==> config.mk <==
export PLATFORM = sky130hd
export DESIGN_NAME = guess_scorer_flat
export DESIGN_NICKNAME = d
export VERILOG_FILES = /design/src/rtl/game_pkg.sv /design/src/rtl/guess_scorer_if.sv /design/src/rtl/ab_compare.sv /design/src/rtl/guess_scorer.sv /design/src/flat_wrapper.sv
export SDC_FILE = /design/constraint.sdc
export NUM_CORES = 1
export LEC_CHECK = 0
export CAP_MARGIN = 40
export CORE_MARGIN = 5
export CORE_UTILIZATION = 50
export DETAILED_ROUTE_END_ITERATION = 12
export PLACE_DENSITY = 0.72
export SYNTH_ARGS = -nofsm -noshare
export SYNTH_HDL_FRONTEND = slang
export SYNTH_SLANG_ARGS = --single-unit
==> constraint.sdc <==
create_clock -name clk -period 8.2 [get_ports clk]
set_input_delay 1.64 -clock clk [delete_from_list [all_inputs] [get_ports clk]]
set_output_delay 1.64 -clock clk [all_outputs]
set_load 0.01 [all_outputs]
==> src/rtl/game_pkg.sv <==
// Shared types, constants and digit-set helpers for the 1A2B guess scorer.
package game_pkg;

  typedef enum logic [1:0] {GEN, INPUT, SCORE, WIN} state_e;

  localparam logic [3:0]  BLANK_DIGIT = 4'hF;
  localparam int unsigned NUM_DIGITS  = 4;

  // True if d occurs among the first n digits of v (first digit at [15:12]).
  function automatic logic digit_seen(logic [15:0] v, logic [2:0] n, logic [3:0] d);
    logic hit;
    hit = 1'b0;
    for (int i = 0; i < NUM_DIGITS; i++) begin
      if (3'(i) < n && v[15-4*i -: 4] == d) hit = 1'b1;
    end
    return hit;
  endfunction

  // All four digits are BCD and pairwise distinct.
  function automatic logic secret_ok(logic [15:0] v);
    logic ok;
    ok = 1'b1;
    for (int i = 0; i < NUM_DIGITS; i++) begin
      if (v[15-4*i -: 4] > 4'd9 || digit_seen(v, 3'(i), v[15-4*i -: 4])) ok = 1'b0;
    end
    return ok;
  endfunction

endpackage

==> src/rtl/guess_scorer_if.sv <==
// Strobe/data bundle between the digit predictor, the scorer and the display driver.
interface guess_scorer_if;
  import game_pkg::*;

  logic        digit_valid;
  logic [3:0]  digit_in;
  logic        commit;
  logic        clear;
  logic        new_game;
  logic        secret_load;
  logic [15:0] secret_in;
  logic [3:0]  disp_digit;
  logic [2:0]  a_count;
  logic [2:0]  b_count;
  logic        result_valid;
  logic [6:0]  guess_cnt;
  logic        win;
  logic        reject;
  logic [15:0] secret_out;
  logic        busy;

  modport master (
    output digit_valid, digit_in, commit, clear, new_game, secret_load, secret_in,
    input  disp_digit, a_count, b_count, result_valid, guess_cnt, win, reject,
           secret_out, busy
  );

  modport slave (
    input  digit_valid, digit_in, commit, clear, new_game, secret_load, secret_in,
    output disp_digit, a_count, b_count, result_valid, guess_cnt, win, reject,
           secret_out, busy
  );
endinterface

==> src/rtl/ab_compare.sv <==
// Combinational A/B scoring of two 4-digit BCD words whose digits are distinct.
module ab_compare
  import game_pkg::*;
(
  input  logic [15:0] secret,
  input  logic [15:0] guess,
  output logic [2:0]  a,
  output logic [2:0]  b
);

  always_comb begin
    a = '0;
    b = '0;
    for (int i = 0; i < NUM_DIGITS; i++) begin
      for (int j = 0; j < NUM_DIGITS; j++) begin
        if (secret[4*i +: 4] == guess[4*j +: 4]) begin
          if (i == j) a = a + 3'd1;
          else        b = b + 3'd1;
        end
      end
    end
  end

endmodule

==> src/rtl/guess_scorer.sv <==
// Secret generation, guess entry and scoring for the handwritten 1A2B game.
module guess_scorer
  import game_pkg::*;
#(
  parameter logic [15:0] LFSR_SEED   = 16'hACE1,
  parameter int unsigned MAX_GUESSES = 99
) (
  input logic          clk,
  input logic          rst_n,
  guess_scorer_if.slave gif
);

  state_e      state_q, state_d;
  logic [15:0] lfsr_q, secret_q, secret_d, buf_q, buf_d;
  logic [2:0]  cnt_q, cnt_d;
  logic [3:0]  disp_q, disp_d, cand;
  logic [2:0]  a_q, a_d, b_q, b_d, cmp_a, cmp_b;
  logic [6:0]  gcnt_q, gcnt_d;
  logic        rv_q, rv_d, win_q, win_d, rej_q, rej_d, load_ok;

  ab_compare u_cmp (
    .secret (secret_q),
    .guess  (buf_q),
    .a      (cmp_a),
    .b      (cmp_b)
  );

  assign load_ok = gif.secret_load && secret_ok(gif.secret_in);
  assign cand    = lfsr_q[3:0];

  // cnt_q counts secret digits in GEN and guess digits in INPUT.
  always_comb begin
    state_d  = state_q;
    secret_d = secret_q;
    buf_d    = buf_q;
    cnt_d    = cnt_q;
    disp_d   = disp_q;
    a_d      = a_q;
    b_d      = b_q;
    rv_d     = 1'b0;
    gcnt_d   = gcnt_q;
    win_d    = win_q;
    rej_d    = 1'b0;
    if (load_ok || gif.new_game) begin
      state_d  = load_ok ? INPUT : GEN;
      secret_d = load_ok ? gif.secret_in : '0;
      buf_d    = '0;
      cnt_d    = '0;
      gcnt_d   = '0;
      a_d      = '0;
      b_d      = '0;
      win_d    = 1'b0;
      disp_d   = BLANK_DIGIT;
    end else begin
      unique case (state_q)
        GEN: begin
          if (cand <= 4'd9 && !digit_seen(secret_q, cnt_q, cand)) begin
            for (int i = 0; i < NUM_DIGITS; i++) begin
              if (cnt_q == 3'(i)) secret_d[15-4*i -: 4] = cand;
            end
            cnt_d = cnt_q + 3'd1;
            if (cnt_q == 3'(NUM_DIGITS - 1)) begin
              state_d = INPUT;
              cnt_d   = '0;
            end
          end
        end
        INPUT: begin
          if (gif.clear) begin
            cnt_d  = '0;
            disp_d = BLANK_DIGIT;
          end else if (gif.commit) begin
            // Result is latched here so result_valid shows during the SCORE cycle.
            if (cnt_q == 3'(NUM_DIGITS)) begin
              state_d = SCORE;
              a_d     = cmp_a;
              b_d     = cmp_b;
              rv_d    = 1'b1;
              gcnt_d  = (gcnt_q == 7'(MAX_GUESSES)) ? gcnt_q : gcnt_q + 7'd1;
              win_d   = (cmp_a == 3'(NUM_DIGITS));
            end
          end else if (gif.digit_valid) begin
            if (gif.digit_in <= 4'd9 && cnt_q < 3'(NUM_DIGITS) &&
                !digit_seen(buf_q, cnt_q, gif.digit_in)) begin
              for (int i = 0; i < NUM_DIGITS; i++) begin
                if (cnt_q == 3'(i)) buf_d[15-4*i -: 4] = gif.digit_in;
              end
              cnt_d  = cnt_q + 3'd1;
              disp_d = gif.digit_in;
            end else begin
              rej_d = 1'b1;
            end
          end
        end
        SCORE: begin
          if (win_q) begin
            state_d = WIN;
          end else begin
            state_d = INPUT;
            buf_d   = '0;
            cnt_d   = '0;
            disp_d  = BLANK_DIGIT;
          end
        end
        WIN: ;
        default: state_d = GEN;
      endcase
    end
  end

  always_ff @(posedge clk or negedge rst_n) begin
    if (!rst_n) begin
      state_q  <= GEN;
      lfsr_q   <= LFSR_SEED;
      secret_q <= '0;
      buf_q    <= '0;
      cnt_q    <= '0;
      disp_q   <= BLANK_DIGIT;
      a_q      <= '0;
      b_q      <= '0;
      rv_q     <= 1'b0;
      gcnt_q   <= '0;
      win_q    <= 1'b0;
      rej_q    <= 1'b0;
    end else begin
      state_q  <= state_d;
      lfsr_q   <= {lfsr_q[14:0], lfsr_q[15] ^ lfsr_q[13] ^ lfsr_q[12] ^ lfsr_q[10]};
      secret_q <= secret_d;
      buf_q    <= buf_d;
      cnt_q    <= cnt_d;
      disp_q   <= disp_d;
      a_q      <= a_d;
      b_q      <= b_d;
      rv_q     <= rv_d;
      gcnt_q   <= gcnt_d;
      win_q    <= win_d;
      rej_q    <= rej_d;
    end
  end

  assign gif.disp_digit   = disp_q;
  assign gif.a_count      = a_q;
  assign gif.b_count      = b_q;
  assign gif.result_valid = rv_q;
  assign gif.guess_cnt    = gcnt_q;
  assign gif.win          = win_q;
  assign gif.reject       = rej_q;
  assign gif.secret_out   = secret_q;
  assign gif.busy         = (state_q == GEN) || (state_q == SCORE);

endmodule

==> src/flat_wrapper.sv <==
// flat-port wrapper written by rule: the top's interface ports become plain ports
module guess_scorer_flat import game_pkg::*;
#(
  parameter logic [15:0] LFSR_SEED   = 16'hACE1,
  parameter int unsigned MAX_GUESSES = 99
)
  (clk, rst_n, gif_digit_valid, gif_digit_in, gif_commit, gif_clear, gif_new_game, gif_secret_load, gif_secret_in, gif_disp_digit, gif_a_count, gif_b_count, gif_result_valid, gif_guess_cnt, gif_win, gif_reject, gif_secret_out, gif_busy);
  guess_scorer_if gif_i ();
  input logic clk;
  input logic rst_n;
  input wire logic [$bits(gif_i.digit_valid)-1:0] gif_digit_valid;
  input wire logic [$bits(gif_i.digit_in)-1:0] gif_digit_in;
  input wire logic [$bits(gif_i.commit)-1:0] gif_commit;
  input wire logic [$bits(gif_i.clear)-1:0] gif_clear;
  input wire logic [$bits(gif_i.new_game)-1:0] gif_new_game;
  input wire logic [$bits(gif_i.secret_load)-1:0] gif_secret_load;
  input wire logic [$bits(gif_i.secret_in)-1:0] gif_secret_in;
  output wire logic [$bits(gif_i.disp_digit)-1:0] gif_disp_digit;
  output wire logic [$bits(gif_i.a_count)-1:0] gif_a_count;
  output wire logic [$bits(gif_i.b_count)-1:0] gif_b_count;
  output wire logic [$bits(gif_i.result_valid)-1:0] gif_result_valid;
  output wire logic [$bits(gif_i.guess_cnt)-1:0] gif_guess_cnt;
  output wire logic [$bits(gif_i.win)-1:0] gif_win;
  output wire logic [$bits(gif_i.reject)-1:0] gif_reject;
  output wire logic [$bits(gif_i.secret_out)-1:0] gif_secret_out;
  output wire logic [$bits(gif_i.busy)-1:0] gif_busy;
  assign gif_i.digit_valid = gif_digit_valid;
  assign gif_i.digit_in = gif_digit_in;
  assign gif_i.commit = gif_commit;
  assign gif_i.clear = gif_clear;
  assign gif_i.new_game = gif_new_game;
  assign gif_i.secret_load = gif_secret_load;
  assign gif_i.secret_in = gif_secret_in;
  assign gif_disp_digit = gif_i.disp_digit;
  assign gif_a_count = gif_i.a_count;
  assign gif_b_count = gif_i.b_count;
  assign gif_result_valid = gif_i.result_valid;
  assign gif_guess_cnt = gif_i.guess_cnt;
  assign gif_win = gif_i.win;
  assign gif_reject = gif_i.reject;
  assign gif_secret_out = gif_i.secret_out;
  assign gif_busy = gif_i.busy;
  guess_scorer #(.LFSR_SEED(LFSR_SEED), .MAX_GUESSES(MAX_GUESSES)) u_core (.clk(clk), .rst_n(rst_n), .gif(gif_i));
endmodule
==> flow_summary.ini, run 1 <==
[clocking]
cts_tree = done
path_clk_slew_ns = 0.06
ctsHoldBuffers = 0
cts_buffer_depth = 2
htreeDepth = 3
worst_skew_pair.late_latency_ns = 0.34
post_cts_resized = 0
cts_buffers = 9
post-cts-setup-buffers = 0
cts_sinks = 73
cts_root_buf = clkbuf_16

[worst_setup_path]
crit_top_cell = ha_1
crit_family = XOR/XNOR gates
crit_buf_inv = 2
crit_slowest_cell = xnor3_2
crit_fanout = 8
path_class = flip-flop to flip-flop
r2r_slack_ns = 0.94
endpoint_kind = flip-flop
slowest_delay_ns = 0.52
cp_data_required_time_ns = 8.39
cp-start-kind = flip-flop
crit_arrival_ns = 7.45

[detailed_routing]
drc = 0
routed_via_density = 5.839
wl_per_cell_um = 18.50
first_pass_iters = 8
num_vias = 4619
antenna_left = 0
drt_iter0_drc = 347
drt-total-wl_mm = 14.64

[yosys]
yosysUniqueCellTypes = 61
synth_ff_type = dfrtp_1
synth-compound-area-share_pct = 11.51
synthCells = 616
synth_top_family_by_area = XOR/XNOR gates
syn_nets = 665
yosys-top-cells-area = dfrtp_1 26%, xnor2_1 12%, xor2_1 8.4%
synth-edff-count = 0
avgSynthCellArea_um2 = 9.530
yosys.area_share.simple_pct = 15.20
synthXorXnorAreaFrac_pct = 23.25
ys_seq_area_share_pct = 31.37
synth_mux_area_share_pct = 7.737
synthAdderAreaFrac_pct = 4.689
yosysTopAreaCell = dfrtp_1
synthesis.area_um2 = 5871
netlist.area_leader.share_pct = 26.00
yosysWarnings = 0
ys_ff_latch = 73
synthArstFlopShare_pct = 100.0

[placed_design]
port_buffers = 63
dpl.hpwl_mm = 11.06
gp_congestion = 0.9082

[global_route]
grtUsageTotal_pct = 20.98
grt_max_degree = 42
grt_pass1_vias = 4782
antenna_found_initial = 0
overflow = 0
grt_pass1_wl_mm = 24.16

[final_layout]
final_cell_mix = 83 x xnor2_1, 62 x clkdlybuf4s50_1, 61 x dfrtp_1, 56 x xor2_1, 37 x nand2_1
area_growth_pct = 15.22
final_common_cell = xnor2_1
nets = 692
drive_gt1_share_pct = 13.43
diodes = 0

[timing]
slew_violations = 0
fin_crit_ns = 7.258
final.period_utilization_pct = 88.51
rsz0062_at_grt = false
setup_violations = 0
setup-tns-final_ns = 0
worst_pin_slew_ns = 0.8947
clock.fmax_mhz = 137.8
hold_viol = 0
maxSlewHeadroom_pct = 39.80
fin_skew_ns = 0.008354

[floorplan]
die_h_um = 118.4
boundaryPins = 64
coreArea_um2 = 11470
die_x_um = 118.4
die_area_um2 = 14010
row_count = 39
initial_core_util_pct = 51.19

[flow_run]
drv_cap = 0

[min_path]
hp-class = flip-flop to flip-flop

[outcome]
status = finished clean
stage by stage:
stage	instance area, µm²	setup WS (ns)	util, %	cells	hold slack, ns
after floorplan	5871	1.386	-	616	0.3312
after global placement	6436	1.221	56.13	773	0.3335
after detailed placement	6467	1.010	56.40	775	0.3381
after CTS	6764	0.9844	58.99	791	0.3515
after global routing	6764	0.3402	58.99	791	0.3570
final	6764	0.9419	58.99	791	0.3472
logic make-up (layout without fill, tap and decap cells):
kind of cell	after synthesis	in the layout
buf+inv	79	111
simple gates	157	157
mux	41	41
fa+ha+maj	22	22
flops	73	73
xor+xnor	146	146
compound gates	98	98
registers in the layout (all words and copies together) (netlist names):
| register | flops |
|---|---|
| u_core.gif.b_count | 3 |
| u_core.gif.disp_digit | 4 |
| u_core.state_q | 2 |
| u_core.gif.win | 1 |
| u_core.gif.result_valid | 1 |
| u_core.gif.reject | 1 |
| u_core.gif.a_count | 3 |
| u_core.lfsr_q | 16 |
| u_core.gif.secret_out | 16 |
| u_core.cnt_q | 3 |
| u_core.buf_q | 16 |
| u_core.gif.guess_cnt | 7 |
Yosys cell counts, types with 6 or more instances:
cell	instances
mux2_2	35
nand4_1	20
dfstp_2	12
nand2b_1	12
o21ai_0	22
dfrtp_1	61
nor2_1	29
inv_1	26
or3_1	7
a22o_1	15
nand2_1	37
nand3_1	9
clkbuf_1	26
a21oi_1	20
ha_1	22
nor3_1	9
buf_4	6
xnor2_1	83
xor2_1	56
buf_1	8
buf_2	8
mux2i_1	6
worst paths after layout:
path	endpoint	from	cells past startpoint
setup / recovery	u_core.gif.b_count[2]	u_core.gif.secret_out[2]	32
hold / removal	u_core.lfsr_q[9]	u_core.lfsr_q[8]	0
setup reg to reg	u_core.gif.b_count[2]	u_core.gif.secret_out[2]	32
hold reg to reg	u_core.lfsr_q[9]	u_core.lfsr_q[8]	0
max in group asynchronous	u_core.gif.disp_digit[0]	rst_n	3
min in group asynchronous	u_core.gif.secret_out[2]	rst_n	2
metal layers:
metal	up-vias	track usage, %	wire length (µm)
li1	2181	-	-
met1	2279	26.70	6429
met2	137	36.64	7360
met3	22	3.582	621
met4	0	5.950	225
met5	-	0	0
final cells by class:
| type | count | area, µm² |
|---|---|---|
| fillers | 983 | 4703 |
| clock inverters | 6 | 67.56 |
| repair buffers | 69 | 686.9 |
| well taps | 143 | 178.9 |
| clock buffers | 10 | 229.0 |
| flip-flops and latches | 73 | 1842 |
| multi-input cells | 464 | 3662 |
| inverters | 26 | 97.59 |
Power of run 1 is not shown: default switching activity piles up to over one toggle a cycle in this logic, so the estimate is an artifact.
==> inputs of run 2 (changes only) <==
CTS_CLUSTER_DIAMETER = 200   (was unset)
clock period = 7.3 ns   (was 8.2 ns; I/O delays follow)
==> flow_summary.ini, run 2 (same netlist as run 1, synthesis figures left out) <==
[worst_setup_path]
crit_top_cell = ha_1
path_class = flip-flop to flip-flop
cp-start-kind = flip-flop
crit_arrival_ns = 7.19
slowest_delay_ns = 0.49
crit_slowest_cell = xnor3_2
endpoint_kind = flip-flop
cp_data_required_time_ns = 7.49
crit_fanout = 8
r2r_slack_ns = 0.30

[timing]
setup-tns-final_ns = 0
setup_violations = 0
fin_skew_ns = 0.007622
clock.fmax_mhz = 143.0
whs_ns = 0.3491
fin_crit_ns = 6.995
setup_slack_ns = 0.3048
worst_pin_slew_ns = 0.9515
hold_viol = 0
final.period_utilization_pct = 95.82
slew_violations = 0
maxSlewHeadroom_pct = 35.98

[placed_design]
dp_cells = 785
place_ws_ns = 0.05726
dpl.hpwl_mm = 11.49
gp_congestion = 0.8901
port_buffers = 63

[clocking]
cts_buffers = 9
path_clk_slew_ns = 0.07
cts_sinks = 73
cts_root_buf = clkbuf_16
cts_buffer_depth = 2
ctsHoldBuffers = 0
worst_skew_pair.late_latency_ns = 0.34
htreeDepth = 3
cts_tree = done

[final_layout]
diodes = 0
fin_cells = 820
final_cell_mix = 81 x xnor2_1, 62 x clkdlybuf4s50_1, 55 x xor2_1, 52 x dfrtp_1, 37 x nand2_1
nets = 721
drive_gt1_share_pct = 19.79
area_growth_pct = 20.08
final_common_cell = xnor2_1

[global_route]
grt_max_degree = 43
antenna_found_initial = 0
grt_pass1_wl_mm = 24.65
grtUsageTotal_pct = 21.59
grt_pass1_vias = 4711
overflow = 0

[min_path]
hp-class = flip-flop to flip-flop

[detailed_routing]
routed_via_density = 5.711
wl_per_cell_um = 18.64
drt_iter0_drc = 374
first_pass_iters = 5
num_vias = 4683
drt-total-wl_mm = 15.29
drc = 0
antenna_left = 0

[floorplan]
die_x_um = 118.4
boundaryPins = 64
row_count = 39
die_area_um2 = 14010
coreArea_um2 = 11470
die_h_um = 118.4
initial_core_util_pct = 51.19

[outcome]
status = finished clean

[flow_run]
drv_cap = 0
run 2: cell types whose count changed in the layout (fill, tap and decap cells not counted), moves of 2 or more:
cell,change
dfrtp_2,+9
xnor2_2,+2
dfrtp_1,-9
xnor2_1,-2
buf_4,+29
run 2: final timing paths:
| path | startpoint | end | depth (start not counted) |
|---|---|---|---|
| worst max-delay path | u_core.buf_q[8] | u_core.gif.b_count[2] | 33 |
| worst min-delay path | u_core.lfsr_q[8] | u_core.lfsr_q[9] | 0 |
| worst max register to register | u_core.buf_q[8] | u_core.gif.b_count[2] | 33 |
| worst min register to register | u_core.lfsr_q[8] | u_core.lfsr_q[9] | 0 |
| max in group asynchronous | rst_n | u_core.lfsr_q[13] | 3 |
| min in group asynchronous | rst_n | u_core.gif.secret_out[5] | 2 |
run 2: timing repair:
item                       CTS  global route
setup endpoints to repair    0             1
buffers inserted             0            19
gates resized for setup      0            19
run 2: cell type report:
class | instances | area (µm²)
inverter | 26 | 97.59
clock buffer | 9 | 225.2
clock inverter | 7 | 77.57
tap | 143 | 178.9
multi-input combinational | 464 | 3712
fill | 938 | 4418
timing repair buffer | 98 | 904.6
sequential | 73 | 1853
run 2: layer usage:
layer / vias up / track usage [%] / wire length (µm)
met1: 2315 / 27.59 / 6707
met3: 21 / 4.107 / 580
met5: - / 0 / 0
met4: 0 / 6.308 / 252
met2: 110 / 37.17 / 7747
li1: 2237 / - / -
run 2: per-stage QoR:
stage / utilization, % / instance area (µm²)
after detailed placement: 57.05 / 6543
after global routing: 61.47 / 7049
after CTS: 59.69 / 6845
final: 61.47 / 7049
after global placement: 56.78 / 6511
after floorplan: - / 5871
run 2: worst max-delay path, delay by kind of cell, from the launching register on:
kind | cells | cell delay (ns)
fa+ha+maj | 6 | 1.72
flops | 1 | 0.48
mux | 1 | 0.21
simple gates | 7 | 0.88
buf+inv | 3 | 0.22
compound gates | 8 | 1.50
xor+xnor | 8 | 1.83
Power of run 2 is left out for the same reason.
==> inputs of run 3 (changes only) <==
PLACE_DENSITY = 0.8   (was 0.72)
==> flow_summary.ini, run 3 (same netlist as run 1, synthesis figures left out) <==
[floorplan]
die_area_um2 = 14010
row_count = 39
boundaryPins = 64
initial_core_util_pct = 51.19
die_h_um = 118.4
coreArea_um2 = 11470
die_x_um = 118.4

[final_layout]
layout.cell_area.non_filler_um2 = 7017
area_growth_pct = 19.52
final_cell_mix = 83 x xnor2_1, 62 x clkdlybuf4s50_1, 55 x xor2_1, 55 x dfrtp_1, 37 x nand2_1
diodes = 0
final_common_cell = xnor2_1
multi_input_comb_area_um2 = 3710
nets = 718
seq_area_um2 = 1849
num-fill-cells = 931
drive_gt1_share_pct = 18.69

[timing]
clock.fmax_mhz = 143.2
fin_skew_ns = 0.01163
hold_viol = 0
setup_violations = 0
final.period_utilization_pct = 95.64
fin_crit_ns = 6.982
worst_pin_slew_ns = 0.8909
rsz0062_at_grt = false
slew_violations = 0
maxSlewHeadroom_pct = 40.06

[clocking]
ctsHoldBuffers = 0
cts_sinks = 73
htreeDepth = 3
cts_root_buf = clkbuf_16
path_clk_slew_ns = 0.07
cts_buffer_depth = 2
cts_tree = done
worst_skew_pair.late_latency_ns = 0.34
cts_buffers = 9

[placed_design]
dpl.hpwl_mm = 11.59
gp_congestion = 0.8874
post_dp_cell_area_um2 = 6584
port_buffers = 63

[detailed_routing]
wl_per_cell_um = 18.87
drt_iter0_drc = 491
num_vias = 4760
first_pass_iters = 5
drt-total-wl_mm = 15.42
drc = 0
routed_via_density = 5.826
antenna_left = 0

[global_route]
antenna_found_initial = 0
grt_pass1_vias = 4802
grt_max_degree = 63
grt_pass1_wl_mm = 24.88
overflow = 0
grtUsageTotal_pct = 21.69

[flow_run]
drv_cap = 0

[worst_setup_path]
crit_slowest_cell = dfrtp_1
rr_worst_depth = 32
path_class = flip-flop to flip-flop
crit_fanout = 8
slowest_delay_ns = 0.48
cp_data_required_time_ns = 7.50
cp-start-kind = flip-flop
endpoint_kind = flip-flop
crit_top_cell = ha_1
crit_arrival_ns = 7.18

[min_path]
min_path_cells = 0
hp-class = flip-flop to flip-flop

[outcome]
status = finished clean
run 3: cell types whose count changed in the layout (fill, tap and decap cells not counted), sizes merged:
cell / change
clkdlybuf4s15: +1
bufinv: -1
inv: +1
buf: -4
run 3: stage by stage:
step / util (%) / setup WS, ns / cells / hold slack, ns / TNS (ns)
after floorplan: - / 0.4861 / 616 / 0.3312 / 0
after global placement: 56.98 / 0.3503 / 786 / 0.3334 / 0
after detailed placement: 57.41 / -0.2276 / 789 / 0.3390 / -0.2276
after CTS: 60.15 / 0.03443 / 805 / 0.3535 / 0
after global routing: 61.19 / 0.03518 / 817 / 0.3598 / 0
final: 61.19 / 0.3183 / 817 / 0.3504 / 0
run 3: final timing paths:
check / startpoint / endpoint / slack (ns)
max: u_core.buf_q[6] / u_core.gif.b_count[2] / 0.32
min: u_core.lfsr_q[8] / u_core.lfsr_q[9] / 0.35
max reg2reg: u_core.buf_q[6] / u_core.gif.b_count[2] / 0.32
min reg2reg: u_core.lfsr_q[8] / u_core.lfsr_q[9] / 0.35
max in group asynchronous: rst_n / u_core.lfsr_q[7] / 5.68
min in group asynchronous: rst_n / u_core.gif.guess_cnt[4] / 1.04
run 3: critical path: cells and delay by family, from the launching register on:
family	cells	cell delay [ns]
multiplexers	1	0.11
adder cells (fa/ha/maj)	6	1.69
AND/OR/NAND/NOR	6	0.92
flip-flops	1	0.48
AO/OA/AOI/OAI	9	1.55
buffers and inverters	2	0.13
XOR/XNOR	8	1.93
run 3: layer usage:
metal	GRT usage (%)	part of all wire, %	vias up
met5	0	0	-
li1	-	-	2240
met2	37.94	51	148
met1	27.71	42	2349
met3	3.486	4.5	23
met4	6.093	1.9	0
run 3: final cells by class:
class	instances	share of cell area, %
clock inverter	7	0.8916
multi-input combinational	464	52.87
clock buffer	9	3.210
inverter	26	1.391
timing repair buffer	95	12.73
tap	143	2.550
sequential	73	26.36
run 3: what timing repair did:
action                                  4_1_cts  5_1_grt
buffers inserted                              0       12
endpoints found under the setup margin        1        1
cloned                                        0        0
hold endpoints to repair                      0        0
pin swaps                                     0        3
resized for setup                             9        6
Power of run 3 is left out for the same reason.
==> edit: new RTL, config.mk and constraints of run 3 <==
Compare `gcnt_q` against `7'(MAX_GUESSES)` with >= in place of ==.
--- a/src/rtl/guess_scorer.sv
+++ b/src/rtl/guess_scorer.sv
@@ -77,5 +77,5 @@
               b_d     = cmp_b;
               rv_d    = 1'b1;
-              gcnt_d  = (gcnt_q == 7'(MAX_GUESSES)) ? gcnt_q : gcnt_q + 7'd1;
+              gcnt_d  = (gcnt_q >= 7'(MAX_GUESSES)) ? gcnt_q : gcnt_q + 7'd1;
               win_d   = (cmp_a == 3'(NUM_DIGITS));
             end
Formal check against the unedited RTL: no difference found for any inputs over 4 cycles, from zero or initial values and one cycle with rst_n low; that may be too few to reach the edited logic, so the function may still have changed.
==> edit against run 3 <==
- hold slack better by 3.2 ps
- cell count is 1.3% lower
- highest routed layer unchanged
- via count is 1.2% higher
- design area is 3.3% lower
- sequential cell count stayed put
- core utilization is 1.8 points lower
- synthesized cell count is 2.1% higher
- setup slack better by 140 ps
- die area is 0.58% lower
- area after synthesis is 0.64% lower
- critical path type unchanged
- routed wire length hardly changed
Power is not shown: default switching activity piles up to over one toggle a cycle in this logic, so the estimate is an artifact.
==> edit: results (changes against run 3) <==
| Metric | Value |
|---|---|
| Warnings from Yosys | `0 (unchanged)` |
| Library cells used by synthesis | `66 (+8.2%)` |
| Worst slew pin tran | `914 ps (+23.0 ps)` |
| WP data arrival | `7110 ps (-70 ps)` |
| Drt pass-1 iters | `5 (unchanged)` |
| Inst Count DP | `787 (-0.25%)` |
| Outcome | `complete, no violations` |
| Synth area leaders | `dfrtp_1, xnor2_1, xor2_1, dfstp_2, ha_1` |
| Layout Cells excl Fill | `806 (-1.3%)` |
| Ys async rst share | `100% (unchanged)` |
| WL final | `15.4 mm (about the same)` |
| Post-Synth XOR/XNOR Area | `23.9% (+0.64 points)` |
| Synth top cells by count | `xnor2_1, dfrtp_1, nand2_1` |
| Clock Skew | `8.90 ps (-2.73 ps)` |
| Port Buffers | `63 (unchanged)` |
| CP max FO | `6 (-2)` |
| CP peak stage delay | `490 ps` |
| R2r worst-path depth | `37 (+16%)` |
| Initial DRC Count | `370 (-25%)` |
| Vias/cell | `5.98 (+2.6%)` |
| Place WS | `199 ps (+426 ps)` |
| Layout fillers | `946 (+1.6%)` |
| Placed cell area | `6410 µm² (-2.6%)` |
| Syn Area/Cell | `9.27 µm² (-2.7%)` |
| Sequential fraction of the synthesis area | `31.6% (+0.20 points)` |
| Compound-cell area share of the yosys netlist | `12.9% (+1.4 points)` |
| First-pass GRT wire length | `25.6 mm (+2.7%)` |
| Mux cell area share after synthesis | `3.97% (-3.8 points)` |
| N_diodes | `0 (unchanged)` |
| Pin count of the biggest net entering global routing | `44 (-30%)` |
| Clock latency on the worst-skew pair | `340 ps (about the same)` |
| Net count, final | `707 (-1.5%)` |
| Post-synthesis adder-cell area fraction | `4.72% (+0.030 points)` |
| GRT Util Overall | `22.1% (+0.43 points)` |
| Clock Pin Slew Worst Setup and Hold Paths | `60 ps` |
| Synthesized Nets | `678 (+2.0%)` |
| Vias in the first global route | `5013 (+4.4%)` |
| Layout cells sized above 1 | `14.9% (-3.8 points)` |
| Hpwl dp | `11.2 mm (-3.1%)` |
| GPL Wtd Cong | `0.944 (+6.4%)` |
-- edit: cell count changes after synthesis, sizes merged, moves of 5 or more --
cell	delta
mux2	-18
a22o	-15
a22oi	+14
xnor2	+14
o21ai	+13
nand2	+12
xor2	-9
clkbuf	+8
inv	-8
a21o	-5
nor4	+5
-- edit: cell type report --
| type | instances | area, µm² | area share [%] |
|---|---|---|---|
| repair buffers | 76 | 739 | 10.9 |
| clock buffers | 11 | 243 | 3.58 |
| flip-flops and latches | 73 | 1850 | 27.3 |
| clock inverters | 5 | 55.1 | 0.812 |
| well taps | 143 | 179 | 2.64 |
| inverters | 18 | 67.6 | 0.996 |
| multi-input cells | 480 | 3650 | 53.8 |
-- edit: worst max-delay path: cells and delay by family, from the launching register on --
kind	cells	cell delay, ps
simple gates	10	1420
fa+ha+maj	6	1660
flops	1	490
compound gates	11	1610
xor+xnor	8	1380
buf+inv	1	50
mux	1	180
-- edit: repair_timing --
action / CTS / global route
setup endpoints to repair: 0 / 1
buffers inserted: 0 / 3
gates resized for setup: 0 / 18
endpoints found under the hold margin: 0 / 0
-- edit: final timing paths --
path                                        from                    end  slack, ps
worst max-delay path             u_core.buf_q[7]  u_core.gif.b_count[2]        450
worst min-delay path            u_core.lfsr_q[4]       u_core.lfsr_q[5]        350
worst max register to register   u_core.buf_q[7]  u_core.gif.b_count[2]        450
worst min register to register  u_core.lfsr_q[4]       u_core.lfsr_q[5]        350
max in group asynchronous                  rst_n      u_core.lfsr_q[13]       5540
min in group asynchronous                  rst_n        u_core.cnt_q[2]       1140
-- edit: per-layer routing --
metal / GRT usage, % / vias to the layer above / wire length [µm]
met5: 0 / - / 0
met3: 4.71 / 36 / 831
met4: 7.81 / 0 / 454
met1: 27.6 / 2378 / 6320
met2: 37.7 / 163 / 7800
li1: - / 2240 / -
